### src/rtl/pmem_arbiter.sv
// rtl/pmem_arbiter.sv - round-robin / fixed-priority arbiter of cacheline clients onto one pmem port
module pmem_arbiter #(
  parameter int NUM_CH = 2,
  parameter int LINE_W = 256,
  parameter int ADDR_W = 32,
  parameter int MODE   = 0
) (
  input  logic                     clk,
  input  logic                     rst,
  input  logic [NUM_CH-1:0]        ch_read,
  input  logic [NUM_CH-1:0]        ch_write,
  input  logic [NUM_CH*ADDR_W-1:0] ch_address,
  input  logic [NUM_CH*LINE_W-1:0] ch_wdata,
  output logic [LINE_W-1:0]        ch_rdata,
  output logic [NUM_CH-1:0]        ch_resp,
  output logic                     pmem_read,
  output logic                     pmem_write,
  output logic [ADDR_W-1:0]        pmem_address,
  output logic [LINE_W-1:0]        pmem_wdata,
  input  logic                     pmem_resp,
  input  logic [LINE_W-1:0]        pmem_rdata
);

  localparam int IDX_W = (NUM_CH > 1) ? $clog2(NUM_CH) : 1;

  localparam logic [1:0] S_IDLE = 2'd0;
  localparam logic [1:0] S_BUSY = 2'd1;
  localparam logic [1:0] S_RESP = 2'd2;

  logic [1:0]        state;
  logic [IDX_W-1:0]  ptr;
  logic [IDX_W-1:0]  grant;
  logic [IDX_W-1:0]  grant_c;
  logic [IDX_W-1:0]  cand_c;
  logic [IDX_W-1:0]  ptr_next_c;
  logic [NUM_CH-1:0] req;
  logic              any_req;

  assign req = ch_read | ch_write;

  function automatic logic [IDX_W-1:0] wrap_idx(input int v);
    return (v >= NUM_CH) ? IDX_W'(v - NUM_CH) : IDX_W'(v);
  endfunction

  // Scan from the farthest candidate back to the nearest so the last hit is the winner.
  always_comb begin
    grant_c = '0;
    cand_c  = '0;
    any_req = 1'b0;
    for (int i = NUM_CH - 1; i >= 0; i--) begin
      cand_c = (MODE == 0) ? wrap_idx(int'(ptr) + i) : IDX_W'(i);
      if (req[cand_c]) begin
        grant_c = cand_c;
        any_req = 1'b1;
      end
    end
  end

  assign ptr_next_c = (grant_c == IDX_W'(NUM_CH - 1)) ? '0 : grant_c + 1'b1;

  always_ff @(posedge clk) begin
    if (!rst) begin
      state        <= S_IDLE;
      ptr          <= '0;
      grant        <= '0;
      pmem_read    <= 1'b0;
      pmem_write   <= 1'b0;
      pmem_address <= '0;
      pmem_wdata   <= '0;
      ch_rdata     <= '0;
      ch_resp      <= '0;
    end else begin
      ch_resp <= '0;
      case (state)
        S_IDLE: begin
          if (any_req) begin
            grant <= grant_c;
            if (MODE == 0) begin
              ptr <= ptr_next_c;
            end
            // A channel raising both read and write is treated as a write.
            pmem_write   <= ch_write[grant_c];
            pmem_read    <= ~ch_write[grant_c];
            pmem_address <= ch_address[grant_c*ADDR_W +: ADDR_W];
            pmem_wdata   <= ch_wdata[grant_c*LINE_W +: LINE_W];
            state        <= S_BUSY;
          end
        end
        S_BUSY: begin
          if (pmem_resp) begin
            pmem_read  <= 1'b0;
            pmem_write <= 1'b0;
            ch_rdata   <= pmem_rdata;
            ch_resp    <= NUM_CH'(1) << grant;
            state      <= S_RESP;
          end
        end
        S_RESP: begin
          state <= S_IDLE;
        end
        default: begin
          state <= S_IDLE;
        end
      endcase
    end
  end

endmodule

### config.mk
export PLATFORM = sky130hd
export DESIGN_NAME = pmem_arbiter
export DESIGN_NICKNAME = d
export VERILOG_FILES = /design/src/rtl/pmem_arbiter.sv
export SDC_FILE = /design/constraint.sdc
export NUM_CORES = 1
export LEC_CHECK = 0
export CAP_MARGIN = 20
export CORE_AREA = 2 2 545 547
export DETAILED_ROUTE_END_ITERATION = 7
export DIE_AREA = 0 0 547 549
export GPL_TIMING_DRIVEN = 0
export PLACE_DENSITY_LB_ADDON = 0.05
export SKIP_LAST_GASP = 1
export SLEW_MARGIN = 25
export SYNTH_ARGS = -nofsm -noshare
export SYNTH_HDL_FRONTEND = slang
export SYNTH_SLANG_ARGS = --single-unit
### constraint.sdc
create_clock -name clk -period 1.9 [get_ports clk]
set_clock_uncertainty 0.1 [all_clocks]
set_input_delay 0.19 -clock clk [delete_from_list [all_inputs] [get_ports clk]]
set_output_delay 0.19 -clock clk [all_outputs]
set_load 0.005 [all_outputs]
==> summary.txt <==
Run status
  • Status: finished, violations left
  • Failing checks: negative setup slack

GRT
  • First-pass GRT wire length: 287000 um
  • Initial antenna violation count: 154
  • Vias in the first global route: 30600
  • Remaining Overflow, GRT: 0
  • Largest net degree at the start of global routing: 13
  • Total GRT Usage: 14.0%

Final layout
  • Final Util: 18.0%
  • Synthesis-to-layout area growth: 155%
  • Fillers: 33100
  • Share of cells above drive strength 1: 10.6%
  • Final net count: 5659
  • Non-filler instance count after layout: 8912

Clocking
  • Clk buf depth: 4
  • CTS tree: built
  • Clk root buf: clkbuf_16
  • Clk_lat worst skew: 0.80 ns
  • Clk sinks: 552
  • CTS buffer count: 97
  • Clock H-tree levels: 3
  • Worst-path clk slew: 0.05 ns

Worst setup path
  • Most used cell, CP: buf_12
  • Slowest CP cell: dfxtp_4
  • Worst Path Buf+Inv: 5
  • CP Cell Sequence: or2_4 > a2111oi_4 > buf_4 > buf_12 > buf_16 > buf_12 > buf_12 > a221o_1
  • Launch point of the worst path: state[0]
  • Critical setup path kind: reg -> reg
  • Delay-heaviest family, CP: buffers and inverters
  • Critical Path Sink Type: flip-flop
  • Number of stages on the worst setup path: 8
  • R2r startpoint: state[0]
  • Crit-path max FO: 7
  • Critical Path AT: 2.61 ns
  • Startpoint types: flip-flop
  • CP max stage delay: 0.36 ns
  • FF-to-FF path depth: 8
  • Critical Path RT: 2.55 ns
  • Worst setup path endpoint: pmem_wdata[93]
  • Reg2reg setup slack: -0.06 ns
  • R2R Path End: pmem_wdata[93]

STA
  • Slew Viols, Final: 0
  • Setup TNS: -1.28 ns
  • Setup WS post-layout: -0.0559 ns
  • Worst slew pin tran: 0.935 ns
  • Period utilization: 103%
  • Tmin final: 1.96 ns
  • Unrepaired setup endpoints after global routing: yes
  • F_max: 511 MHz
  • Normalized max-slew margin: 37.7%
  • Hold Fails Final Rpt: 0
  • # setup viols final: 64

Power
  • PwrDens: 788 nW/um^2
  • Total power: 41.9 mW
  • P_leak: 20.8 nW
  • Peak supply drop: 0.608 mV

Floorplan
  • Core ar.: 295000 sq um
  • IO Pins: 1387
  • Die Y: 549 um
  • Site Rows: 200
  • Starting density of the core: 7.06%
  • Die area: 300000 sq um
  • Die width: 547 um

Drt
  • # DRC: 0
  • Initial DRC count: 1118
  • Wire length per cell: 24.7 um
  • Antenna Nets Post-Route: 0
  • Final WL: 220000 um
  • Via count: 28500
  • Vias per inst: 3.20
  • First-pass iteration count of the detailed router: 5

Logic synthesis
  • Ys flop type: dfxtp_1
  • Share of the yosys chip area belonging to registers: 53.0%
  • Mapped Avg Cell Area: 8.46 sq um
  • Distinct cells, synth: 29
  • Post-Syn Nets: 3303
  • EDFF count, synth: 0
  • Yosys warns: 0
  • FFs w/ async S/R, synth: 0%
  • Flops & latches, synth: 552
  • Syn Inst Count: 2464
  • Netlist Area Pre-Place: 20800 sq um

Run
  • Max-cap violations: 0

Placement
  • Routability cong.: 0.730
  • Port-buffer cells: 1385
  • Placed Cells: 7799
  • Hpwl dp: 179000 um

Hold path
  • Worst hold path class: in -> reg
[through the flow]
| step | cell area (sq um) | setup slack (ns) | hold slack, ns |
|---|---|---|---|
| after detailed placement | 39800 | -1.78 | 0.346 |
| after CTS | 52600 | -0.191 | 0.00486 |
| after global placement | 39600 | -4.07 | 0.344 |
| after floorplan | 20800 | 0.0465 | 0.226 |
| final | 53100 | -0.0559 | 0.0202 |
| after global routing | 53100 | -0.187 | 0.0182 |
[cells in the mapped netlist (all sizes together) (2+ instances only)]
cell / number / area (sq um)
nand3: 5 / 25.0
a221o: 288 / 2880
nand2: 800 / 3000
clkbuf: 210 / 788
dfxtp: 552 / 11100
or2: 2 / 12.5
a21oi: 545 / 2730
nor3: 2 / 10.0
buf: 37 / 176
nor2: 6 / 22.5
[cell usage in the layout, fill, tap and decap left out, types with 2 or more instances in the layout]
cell type / count
clkinv_2: 11
clkdlybuf4s50_1: 837
clkbuf_2: 35
buf_2: 32
dlygate4sd2_1: 455
nand3_1: 5
dfxtp_4: 20
clkdlybuf4s15_1: 25
buf_8: 22
a21oi_1: 545
diode_2: 83
buf_12: 45
buf_16: 10
clkdlybuf4s15_2: 46
nor3_1: 2
buf_1: 4
dfxtp_2: 28
clkbuf_4: 30
buf_6: 11
clkbuf_16: 120
dfxtp_1: 504
nand2_1: 800
clkbuf_1: 85
dlygate4sd3_1: 807
buf_4: 31
bufinv_16: 3
nor2_1: 5
clkbuf_8: 59
a221o_1: 288
[worst min-delay path by stage]
stage                     from  slack (ns)               to  depth (start not counted)
2_1_floorplan    pmem_rdata[0]        0.23      ch_rdata[0]                          2
3_3_place_gp     ch_rdata[216]        0.34    ch_rdata[216]                          2
3_5_place_dp     ch_rdata[176]        0.35    ch_rdata[176]                          2
4_1_cts          ch_wdata[123]       0.005  pmem_wdata[123]                          2
5_1_grt          ch_wdata[123]        0.02  pmem_wdata[123]                          2
6_report       pmem_rdata[232]        0.02    ch_rdata[232]                          3
[registers in the layout, summed over array words and instances, names as in the netlist]
signal        flops
ch_rdata        256
pmem_wdata      256
pmem_address     32
ch_resp           2
state             2
grant             1
pmem_read         1
pmem_write        1
ptr               1
[kinds of logic (layout without fill, tap and decap cells)]
| kind of cell | after synthesis | count (layout) | share of synthesized area (%) |
|---|---|---|---|
| compound gates | 842 | 842 | 27.3 |
| simple gates | 822 | 822 | 15.0 |
| buf+inv | 248 | 2674 | 4.65 |
| flops | 552 | 552 | 53.0 |
| other cells | 0 | 83 | 0 |
[layout make-up]
cell class	instances	area [sq um]	area share, %
clock buffer	151	2940	5.54
sequential	552	11200	21.0
buffer	241	2290	4.31
antenna	83	208	0.391
timing repair buffer	2263	22600	42.5
multi-input combinational	1664	8840	16.6
clock inverter	18	198	0.372
inverter	1	3.75	0.00706
tap	3939	4930	9.28
[worst reg2reg max path, stage by stage, from the launching register on]
cell	delay, ns
dfxtp_4	0.36
or2_4	0.27
a2111oi_4	0.18
buf_4	0.18
buf_12	0.17
buf_16	0.25
buf_12	0.14
buf_12	0.12
a221o_1	0.15
[metal layers]
layer	vias up	global-route usage, %	wire, um
li1	13600	-	-
met1	13300	15.1	85000
met2	1121	25.1	109000
met3	328	5.33	17600
met4	112	4.35	7550
met5	-	0	687
[where the power goes]
group / total (mW) / switching (mW) / internal [mW]
combinational: 10.3 / 4.79 / 5.53
sequential: 13.3 / 0.655 / 12.7
clock: 18.2 / 7.29 / 10.9
[what timing repair did]
item                       4_1_cts  5_1_grt
setup endpoints to repair     1099      376
buffers inserted                24       21
pin swaps                       64      124
hold endpoints to repair       527        0
gates cloned                    21       12
resized for setup             1209      150
hold buffers                   807        0
Power figures use the tool's default switching activity.
